[config.mk]
export PLATFORM = sky130hd
export DESIGN_NAME = mips_pipe_front_regs
export DESIGN_NICKNAME = d
export VERILOG_FILES = /design/src/rtl/mips_pkg.sv /design/src/rtl/sat_counter.sv /design/src/rtl/mips_pipe_front_regs.sv
export SDC_FILE = /design/constraint.sdc
export NUM_CORES = 1
export LEC_CHECK = 0
export ABC_CLOCK_PERIOD_IN_PS = 12450
export CORE_AREA = 2 2 177 179
export DETAILED_ROUTE_END_ITERATION = 6
export DIE_AREA = 0 0 179 181
export GPL_TIMING_DRIVEN = 0
export PLACE_DENSITY = 0.66
export SLEW_MARGIN = 40
export SYNTH_ARGS = -nofsm -noshare
export SYNTH_HDL_FRONTEND = slang
export SYNTH_HIERARCHICAL = 1
export SYNTH_SLANG_ARGS = --single-unit
[constraint.sdc]
create_clock -name clk -period 12.45 [get_ports clk]
set_clock_uncertainty 0.2 [all_clocks]
set_input_delay 3.735 -clock clk [delete_from_list [all_inputs] [get_ports clk]]
set_output_delay 3.735 -clock clk [all_outputs]
set_load 0.05 [all_outputs]
[src/rtl/mips_pkg.sv]
// rtl/mips_pkg.sv - shared types and constants for the MIPS front-end pipeline registers
// Contents:
//   word_t   : default-width datapath word
//   ctrl_t   : decode control bundle {RegWrite,MemtoReg,MemWrite,ALUSrc,RegDst,ALUControl[2:0]}
//   CTRL_NOP : bubble control word (no register or memory write)
//   PC_INC   : sequential fetch increment in bytes
package mips_pkg;

  localparam int WORD_W = 32;

  typedef logic [WORD_W-1:0] word_t;

  typedef struct packed {
    logic       reg_write;
    logic       memto_reg;
    logic       mem_write;
    logic       alu_src;
    logic       reg_dst;
    logic [2:0] alu_control;
  } ctrl_t;

  localparam ctrl_t CTRL_NOP = '0;
  localparam int    PC_INC   = 4;

endpackage

[src/rtl/sat_counter.sv]
// rtl/sat_counter.sv - saturating event counter
// Ports:
//   clk   in  : clock, rising edge
//   reset in  : asynchronous active-high reset, clears count
//   inc   in  : count this edge
//   count out : current count, sticks at all-ones
module sat_counter #(
  parameter int CNT_W = 16
) (
  input  logic             clk,
  input  logic             reset,
  input  logic             inc,
  output logic [CNT_W-1:0] count
);

  logic [CNT_W-1:0] count_q;
  logic [CNT_W-1:0] count_d;

  always_comb begin
    count_d = count_q;
    if (inc && (count_q != '1)) begin
      count_d = count_q + CNT_W'(1);
    end
  end

  always_ff @(posedge clk or posedge reset) begin
    if (reset) begin
      count_q <= '0;
    end else begin
      count_q <= count_d;
    end
  end

  assign count = count_q;

endmodule

[src/rtl/mips_pipe_front_regs.sv]
// rtl/mips_pipe_front_regs.sv - PC, IF/ID and ID/EX registers driven by the hazard unit
// Ports:
//   clk, reset                   : clock and asynchronous active-high reset
//   stallF, stallD, FlushE       : hazard-unit controls
//   PCSrcD, PCBranchD            : decode-stage branch redirect and target
//   InstrF                       : fetched instruction at PCF
//   PCF                          : fetch PC
//   InstrD, PCPlus4D, validD     : IF/ID contents
//   ctrlD, RD1D, RD2D, SignImmD,
//   RsD, RtD, RdD                : decode-stage values to capture into ID/EX
//   ctrlE, RD1E, RD2E, SignImmE,
//   RsE, RtE, RdE, validE        : ID/EX contents
//   stall_cnt, flush_cnt,
//   redir_cnt                    : saturating cycle counters
//   proto_err                    : sticky flag for illegal hazard-control combinations
module mips_pipe_front_regs
  import mips_pkg::*;
#(
  parameter int           W        = 32,
  parameter logic [W-1:0] RESET_PC = '0,
  parameter int           CNT_W    = 16
) (
  input  logic             clk,
  input  logic             reset,
  input  logic             stallF,
  input  logic             stallD,
  input  logic             FlushE,
  input  logic             PCSrcD,
  input  logic [W-1:0]     PCBranchD,
  input  logic [W-1:0]     InstrF,
  output logic [W-1:0]     PCF,
  output logic [W-1:0]     InstrD,
  output logic [W-1:0]     PCPlus4D,
  output logic             validD,
  input  logic [7:0]       ctrlD,
  input  logic [W-1:0]     RD1D,
  input  logic [W-1:0]     RD2D,
  input  logic [W-1:0]     SignImmD,
  input  logic [4:0]       RsD,
  input  logic [4:0]       RtD,
  input  logic [4:0]       RdD,
  output logic [7:0]       ctrlE,
  output logic [W-1:0]     RD1E,
  output logic [W-1:0]     RD2E,
  output logic [W-1:0]     SignImmE,
  output logic [4:0]       RsE,
  output logic [4:0]       RtE,
  output logic [4:0]       RdE,
  output logic             validE,
  output logic [CNT_W-1:0] stall_cnt,
  output logic [CNT_W-1:0] flush_cnt,
  output logic [CNT_W-1:0] redir_cnt,
  output logic             proto_err
);

  logic [W-1:0] pc_plus4_f;

  logic [W-1:0] pcf_q, pcf_d;

  logic [W-1:0] instr_d_q, instr_d_d;
  logic [W-1:0] pc_plus4_d_q, pc_plus4_d_d;
  logic         valid_d_q, valid_d_d;

  ctrl_t        ctrl_e_q, ctrl_e_d;
  logic [W-1:0] rd1_e_q, rd1_e_d;
  logic [W-1:0] rd2_e_q, rd2_e_d;
  logic [W-1:0] imm_e_q, imm_e_d;
  logic [4:0]   rs_e_q, rs_e_d;
  logic [4:0]   rt_e_q, rt_e_d;
  logic [4:0]   rd_e_q, rd_e_d;
  logic         valid_e_q, valid_e_d;

  logic         proto_err_q, proto_err_d;

  assign pc_plus4_f = pcf_q + W'(PC_INC);

  // A stalled fetch also swallows any redirect presented in the same cycle;
  // the hazard unit re-presents the branch once the stall drops.
  always_comb begin
    pcf_d = pcf_q;
    if (!stallF) begin
      pcf_d = PCSrcD ? PCBranchD : pc_plus4_f;
    end
  end

  // stallD wins over the redirect squash so a held decode slot is never lost.
  always_comb begin
    instr_d_d    = instr_d_q;
    pc_plus4_d_d = pc_plus4_d_q;
    valid_d_d    = valid_d_q;
    if (stallD) begin
      instr_d_d    = instr_d_q;
    end else if (PCSrcD) begin
      instr_d_d    = '0;
      pc_plus4_d_d = '0;
      valid_d_d    = 1'b0;
    end else begin
      instr_d_d    = InstrF;
      pc_plus4_d_d = pc_plus4_f;
      valid_d_d    = 1'b1;
    end
  end

  // ID/EX never holds: a stalled decode is always paired with FlushE, so the
  // bubble goes downstream while the held instruction waits in IF/ID.
  always_comb begin
    ctrl_e_d  = ctrl_t'(ctrlD);
    rd1_e_d   = RD1D;
    rd2_e_d   = RD2D;
    imm_e_d   = SignImmD;
    rs_e_d    = RsD;
    rt_e_d    = RtD;
    rd_e_d    = RdD;
    valid_e_d = valid_d_q;
    if (FlushE) begin
      ctrl_e_d  = CTRL_NOP;
      rd1_e_d   = '0;
      rd2_e_d   = '0;
      imm_e_d   = '0;
      rs_e_d    = '0;
      rt_e_d    = '0;
      rd_e_d    = '0;
      valid_e_d = 1'b0;
    end
  end

  // Holding decode while fetch advances would drop an instruction; holding
  // decode without flushing execute would issue it twice.
  always_comb begin
    proto_err_d = proto_err_q | (stallD & (~stallF | ~FlushE));
  end

  always_ff @(posedge clk or posedge reset) begin
    if (reset) begin
      pcf_q <= RESET_PC;
    end else begin
      pcf_q <= pcf_d;
    end
  end

  always_ff @(posedge clk or posedge reset) begin
    if (reset) begin
      instr_d_q    <= '0;
      pc_plus4_d_q <= '0;
      valid_d_q    <= 1'b0;
    end else begin
      instr_d_q    <= instr_d_d;
      pc_plus4_d_q <= pc_plus4_d_d;
      valid_d_q    <= valid_d_d;
    end
  end

  always_ff @(posedge clk or posedge reset) begin
    if (reset) begin
      ctrl_e_q  <= CTRL_NOP;
      rd1_e_q   <= '0;
      rd2_e_q   <= '0;
      imm_e_q   <= '0;
      rs_e_q    <= '0;
      rt_e_q    <= '0;
      rd_e_q    <= '0;
      valid_e_q <= 1'b0;
    end else begin
      ctrl_e_q  <= ctrl_e_d;
      rd1_e_q   <= rd1_e_d;
      rd2_e_q   <= rd2_e_d;
      imm_e_q   <= imm_e_d;
      rs_e_q    <= rs_e_d;
      rt_e_q    <= rt_e_d;
      rd_e_q    <= rd_e_d;
      valid_e_q <= valid_e_d;
    end
  end

  always_ff @(posedge clk or posedge reset) begin
    if (reset) begin
      proto_err_q <= 1'b0;
    end else begin
      proto_err_q <= proto_err_d;
    end
  end

  sat_counter #(.CNT_W(CNT_W)) u_stall_cnt (
    .clk   (clk),
    .reset (reset),
    .inc   (stallF),
    .count (stall_cnt)
  );

  sat_counter #(.CNT_W(CNT_W)) u_flush_cnt (
    .clk   (clk),
    .reset (reset),
    .inc   (FlushE),
    .count (flush_cnt)
  );

  sat_counter #(.CNT_W(CNT_W)) u_redir_cnt (
    .clk   (clk),
    .reset (reset),
    .inc   (PCSrcD & ~stallD),
    .count (redir_cnt)
  );

  assign PCF       = pcf_q;
  assign InstrD    = instr_d_q;
  assign PCPlus4D  = pc_plus4_d_q;
  assign validD    = valid_d_q;
  assign ctrlE     = ctrl_e_q;
  assign RD1E      = rd1_e_q;
  assign RD2E      = rd2_e_q;
  assign SignImmE  = imm_e_q;
  assign RsE       = rs_e_q;
  assign RtE       = rt_e_q;
  assign RdE       = rd_e_q;
  assign validE    = valid_e_q;
  assign proto_err = proto_err_q;

endmodule
==> flow_metrics.env, run 1 <==
export IMPL_vias_per_cell=4.89
export IMPL_slew_headroom_pct=50.6
export IMPL_dp_hpwl_mm=28.2
export IMPL_nets=1612
export IMPL_place_area_um2=16000
export IMPL_layout_area_seq_um2=6660
export IMPL_wl_per_cell_um=20.0
export IMPL_cp_required_ns=12.69
export IMPL_setup_worst_path_end="u_redir_cnt/count[14]"
export IMPL_synth_edf_count=0
export IMPL_min_path_cells=1
export IMPL_fin_crit_sh_pct=52.0
export IMPL_rsz0062_at_grt="no"
export IMPL_holdBufCountCts=0
export IMPL_cts_sinks=266
export IMPL_synth_top_area_share_pct=61.1
export IMPL_synthArstFlopShare_pct=100
export IMPL_synthCells=931
export IMPL_tightest_slew_ns=0.741
export IMPL_final_common_cell="clkdlybuf4s50_1"
export IMPL_max_freq_ghz=0.154
export IMPL_start_util_pct=35.9
export IMPL_wl_mm=36.9
export IMPL_first_iter_violations=489
export IMPL_clk_pin_slew_worst_paths_ns=0.06
export IMPL_die_h_um=181
export IMPL_grt_max_degree=72
export IMPL_crit_chain="clkdlybuf4s50_1 > clkbuf_1 > clkbuf_1 > clkbuf_1 > nor2_1 > and4_1 > nand3_1 > nor2_1 > mux2_2"
export IMPL_power_frac_seq_pct=38.3
export IMPL_fillers=2664
export IMPL_core_um2=30300
export IMPL_start_kind="primary input"
export IMPL_ys_warn_count=6
export IMPL_crit_type="in -> reg"
export IMPL_drc_errors=0
export IMPL_routabilityCongestion=0.821
export IMPL_crit_arrival_ns=6.72
export IMPL_finalCriticalPeriod_ns=6.47
export IMPL_cpMostUsedCell="clkbuf_1"
export IMPL_grt_pass1_wl_mm=55.6
export IMPL_yosysSeqAreaShare_pct=61.1
export IMPL_overflow=0
export IMPL_multi_input_area_um2=3980
export IMPL_ys_ff_latch=266
export IMPL_fin_util_pct=56.0
export IMPL_insertion_delay_ns=0.56
export IMPL_rr_endpoint="PCF[30]"
export IMPL_layout_common_cells="clkdlybuf4s50_1, dfrtp_1, nor2b_1"
export IMPL_ant_nets=0
export IMPL_crit_path_end_kind="flop"
export IMPL_ys_flop_type="dfrtp_1"
export IMPL_hold_violations=0
export IMPL_whs_ns=0.251
export IMPL_numCtsBuffers=30
export IMPL_irDropWorstVdd_uv=118
export IMPL_stdcell_area_um2=17000
export IMPL_synth_area_um2=10900
export IMPL_post_cts_buffers=0
export IMPL_min_path_type="reg -> reg"
export IMPL_synth_area_top_cells="dfrtp_1, nor2b_1, xnor2_1"
export IMPL_hold_path_startpoint="proto_err"
export IMPL_grt_util_all_layers_pct=22.7
export IMPL_row_count=64
export IMPL_switchingPower_mw=0.970
export IMPL_portBuffers=453
export IMPL_sw_frac_of_total_pct=35.4
export IMPL_layout_drive_gt1_share_pct=7.08
export IMPL_cts_resized=0
export IMPL_htree_num_levels=1
export IMPL_cpPeakStageDelay_ns=0.55
export IMPL_status="finished, final reports clean"
export IMPL_cts_tree="yes"
export IMPL_cts_root_buf="clkbuf_16"
export IMPL_die_area_um2=32400
export IMPL_synthToLayoutAreaGrowth_pct=56.0
export IMPL_synth_cell_types=52
export IMPL_die_x_um=179
export IMPL_ioPinCount=455
export IMPL_crit_slowest_cell="clkbuf_1"
export IMPL_p_clk_share_pct=32.0
export IMPL_crit_path_max_fanout=10
export IMPL_rrSetupSlack_ns=9.94
export IMPL_fin_setup_tns_ns=0
export IMPL_reg2reg_from="PCF[2]"
export IMPL_cellPowerDensity_nw_per_um2=161
export IMPL_p_int_mw=1.77
export IMPL_power_leakage_nw=7.15
export IMPL_combPwrFrac_pct=29.8
export IMPL_synth_nets=1124
export IMPL_syn_area_per_cell_um2=11.7
export IMPL_dr_pass1_iters=4
export IMPL_clockBufferDepth=3
export IMPL_synth_largest_area_cell="dfrtp_1"
export IMPL_startpoint="stallD"
export IMPL_max_cap_violations=0
export IMPL_setup_viol=0
export IMPL_drv_slew=0
export IMPL_reg2reg_depth=7
export IMPL_grt_pass1_vias=9163
export IMPL_antenna_found_initial=6
export IMPL_vias=9007
-- through the flow --
step / worst slack (ns) / std cells / power [mW]
detailed placement: 5.42 / 1783 / 1.88
global placement: -0.600 / 1780 / 1.87
global route: 5.81 / 1841 / 2.85
floorplan: 2.55 / 931 / 1.55
finish: 5.98 / 1841 / 2.74
CTS: 6.01 / 1836 / 2.77
-- worst max-delay path, delay by kind of cell --
kind          cells  cell delay, ns
mux               1            0.26
buf+inv           4            1.92
simple gates      4            0.80
-- synth_stat cells (2+ instances only) --
master / instances
dfrtp_1: 266
nor2b_1: 121
nand2_1: 79
nand3_1: 48
xnor2_1: 46
clkbuf_1: 38
a22o_1: 33
o21ai_0: 29
nor2_1: 26
a21oi_1: 23
nand4_1: 23
a22oi_1: 20
and3_1: 18
xor2_1: 15
mux2i_1: 13
o31ai_1: 12
and4_1: 11
nor3_1: 10
buf_2: 9
o22ai_1: 8
mux2_2: 7
inv_1: 6
nand2_2: 5
nor4_1: 5
and2_1: 4
ha_1: 4
nand2b_1: 4
or3_1: 4
or3b_2: 4
and3_2: 3
and4_2: 3
buf_4: 3
nand4_2: 3
nand4_4: 3
nor4_2: 3
nor4_4: 3
o21a_1: 3
buf_1: 2
-- worst min path at each step --
stage / end / slack [ns]
after global placement: proto_err / 0.24
after global routing: proto_err / 0.28
after floorplan: PCF[0] / 0.56
after CTS: proto_err / 0.26
after detailed placement: proto_err / 0.24
final: proto_err / 0.25
-- per-layer routing --
metal  up-vias  part of all wire (%)  GRT usage [%]
met1      4382                    38           26.6
met3        64                   8.9           7.58
met2       336                    50           38.6
met4         2                   3.1           7.97
met5         -                 0.035              0
li1       4223                     -              -
-- power groups by stage --
stage	combinational (mW)	sequential (mW)	clock [mW]
2_1_floorplan	0.185	1.37	0
3_3_place_gp	0.810	1.06	0
3_5_place_dp	0.820	1.06	0
4_1_cts	0.823	1.05	0.898
5_1_grt	0.858	1.06	0.927
6_report	0.816	1.05	0.876
-- flip-flops by register name, indices dropped and copies added, names as in the netlist --
register           count
validE                 1
RD1E                  32
PCF                   32
PCPlus4D              32
RdE                    5
RD2E                  32
RtE                    5
ctrlE                  8
proto_err              1
InstrD                32
validD                 1
u_redir_cnt/count     16
RsE                    5
u_stall_cnt/count     16
SignImmE              32
u_flush_cnt/count     16
-- area by class of cell --
cell class | instances | area share, %
buffer | 53 | 1.31
multi-input combinational | 604 | 23.4
antenna | 5 | 0.0736
tap | 396 | 2.92
clock inverter | 8 | 0.611
clock buffer | 45 | 5.10
inverter | 8 | 0.221
timing repair buffer | 456 | 27.2
sequential | 266 | 39.2
-- cells by family after synthesis --
kind of cell | share of synthesized area, %
AND/OR/NAND/NOR | 21.1
flip-flops | 61.1
AO/OA/AOI/OAI | 8.16
XOR/XNOR | 4.91
buffers and inverters | 2.32
multiplexers | 1.92
adder cells (fa/ha/maj) | 0.460
No activity file was read; power rests on OpenSTA's default activity.
==> run 2, diff against run 1 <==
ABC_CLOCK_PERIOD_IN_PS = 6600   (was 12450)
clock period = 6.6 ns   (was 12.45 ns; I/O delays follow)
==> flow_metrics.env, run 2 (synthesis results as in run 1) <==
export IMPL_cellPowerDensity_nw_per_um2=305
export IMPL_grt_util_all_layers_pct=22.4
export IMPL_power_leakage_nw=7.22
export IMPL_portBuffers=453
export IMPL_holdBufCountCts=0
export IMPL_grt_pass1_wl_mm=55.4
export IMPL_first_iter_violations=442
export IMPL_rrSetupSlack_ns=4.17
export IMPL_fin_util_pct=56.4
export IMPL_cpMostUsedCell="clkbuf_1"
export IMPL_hold_path_startpoint="proto_err"
export IMPL_synthToLayoutAreaGrowth_pct=57.2
export IMPL_reg2reg_from="PCF[2]"
export IMPL_hold_violations=0
export IMPL_cts_root_buf="clkbuf_16"
export IMPL_start_util_pct=35.9
export IMPL_timing_final_ws_setup_ns=1.77
export IMPL_cts_tree="yes"
export IMPL_clk_pin_slew_worst_paths_ns=0.05
export IMPL_cp_required_ns=6.83
export IMPL_row_count=64
export IMPL_drv_slew=0
export IMPL_whs_ns=0.255
export IMPL_fin_crit_sh_pct=73.2
export IMPL_crit_slowest_cell="clkbuf_1"
export IMPL_rr_endpoint="PCPlus4D[30]"
export IMPL_wl_per_cell_um=19.8
export IMPL_nets=1618
export IMPL_min_path_cells=1
export IMPL_start_kind="primary input"
export IMPL_status="finished, final reports clean"
export IMPL_grt_pass1_vias=9183
export IMPL_ant_nets=0
export IMPL_crit_path_end_kind="flop"
export IMPL_overflow=0
export IMPL_final_common_cell="clkdlybuf4s50_1"
export IMPL_antenna_found_initial=2
export IMPL_routabilityCongestion=0.880
export IMPL_clockBufferDepth=3
export IMPL_vias_per_cell=4.95
export IMPL_drc_errors=0
export IMPL_die_x_um=179
export IMPL_crit_arrival_ns=5.06
export IMPL_finalCriticalPeriod_ns=4.83
export IMPL_wl_mm=36.5
export IMPL_grt_max_degree=27
export IMPL_crit_chain="clkdlybuf4s50_1 > clkbuf_1 > clkbuf_1 > clkbuf_1 > nor2_1 > and4_1 > nand3_1 > nor2_1 > mux2_2"
export IMPL_place_area_um2=16100
export IMPL_die_area_um2=32400
export IMPL_stdcell_area_um2=17100
export IMPL_dp_hpwl_mm=28.5
export IMPL_insertion_delay_ns=0.56
export IMPL_post_cts_buffers=0
export IMPL_crit_path_max_fanout=10
export IMPL_pre_cts_slack_ns=1.20
export IMPL_crit_type="in -> reg"
export IMPL_tightest_slew_ns=0.722
export IMPL_fin_setup_tns_ns=0
export IMPL_dr_pass1_iters=5
export IMPL_die_h_um=181
export IMPL_irDropWorstVdd_uv=177
export IMPL_vias=9107
export IMPL_min_path_type="reg -> reg"
export IMPL_max_freq_ghz=0.207
export IMPL_layout_drive_gt1_share_pct=7.56
export IMPL_max_cap_violations=0
export IMPL_numCtsBuffers=30
export IMPL_htree_num_levels=1
export IMPL_ioPinCount=455
export IMPL_core_um2=30300
export IMPL_layout_common_cells="clkdlybuf4s50_1, dfrtp_1, nor2b_1"
export IMPL_setup_viol=0
export IMPL_min_to="proto_err"
export IMPL_slew_headroom_pct=51.8
export IMPL_cts_sinks=266
export IMPL_cts_resized=0
export IMPL_cpPeakStageDelay_ns=0.56
export IMPL_reg2reg_depth=7
export IMPL_rsz0062_at_grt="no"
==> run 2: cell types whose count changed in the layout (fill, tap and decap cells not counted) <==
cell	change
inv_8	-1
clkinv_2	-2
clkbuf_8	+2
clkbuf_1	-5
bufinv_16	+1
clkinvlp_4	+1
diode_2	-3
buf_12	+7
buf_16	-1
==> run 2: layout make-up <==
cell class	instances	area [µm²]
antenna	2	5.00
buffer	53	223
clock buffer	42	876
clock inverter	7	124
fill	2601	13200
inverter	8	33.8
multi-input combinational	604	3980
sequential	266	6660
tap	396	495
timing repair buffer	462	4730
==> run 2: report_power, final <==
| group | switching (mW) | total, mW | internal, mW |
|---|---|---|---|
| logic | 0.983 | 1.55 | 0.568 |
| clock network | 0.663 | 1.69 | 1.03 |
| registers | 0.178 | 1.98 | 1.80 |
| total | 1.82 | 5.22 | 3.40 |
==> run 2: how the worst max path moves through the flow <==
stage          cells past startpoint  slack, ns   start                     to
6_report                           9       1.77  stallD  u_redir_cnt/count[14]
5_1_grt                            9       1.62  stallD  u_redir_cnt/count[14]
4_1_cts                            9       1.79  stallD  u_redir_cnt/count[14]
3_5_place_dp                       9       1.20  stallD  u_redir_cnt/count[14]
3_3_place_gp                       2      -0.43   reset               RD1E[13]
2_1_floorplan                      1       1.58   reset              InstrD[0]
==> run 2: metal layers <==
layer / vias to the layer above / share of wire, % / global-route usage [%]
li1: 4216 / - / -
met1: 4482 / 39 / 27.8
met2: 352 / 50 / 38.1
met3: 57 / 8.6 / 6.23
met4: 0 / 2.6 / 6.15
met5: - / 0 / 0
==> run 2: metrics by stage <==
step,power (mW),std cells
5_1_grt,5.43,1839
3_5_place_dp,3.57,1789
4_1_cts,5.27,1838
6_report,5.22,1840
2_1_floorplan,2.92,931
3_3_place_gp,3.53,1780
==> run 2: worst max-delay path: cells and delay by family <==
family | cells | cell delay (ns)
mux | 1 | 0.27
buf+inv | 4 | 2.02
simple gates | 4 | 0.79
==> run 3, diff against run 2 <==
ABC_CLOCK_PERIOD_IN_PS = 5000   (was 6600)
clock period = 5 ns   (was 6.6 ns; I/O delays follow)
==> results of run 3 <==
Same layout as run 2 (identical final DEF). Status: finished, final reports clean.
Among the figures that moved: setup slack after placement 1.20 ns -> 0.0830 ns; setup slack after layout 1.77 ns -> 0.647 ns; register-to-register setup slack 4.17 ns -> 2.57 ns; total power 5.22 mW -> 6.89 mW; worst IR drop on VDD 177 µV -> 234 µV
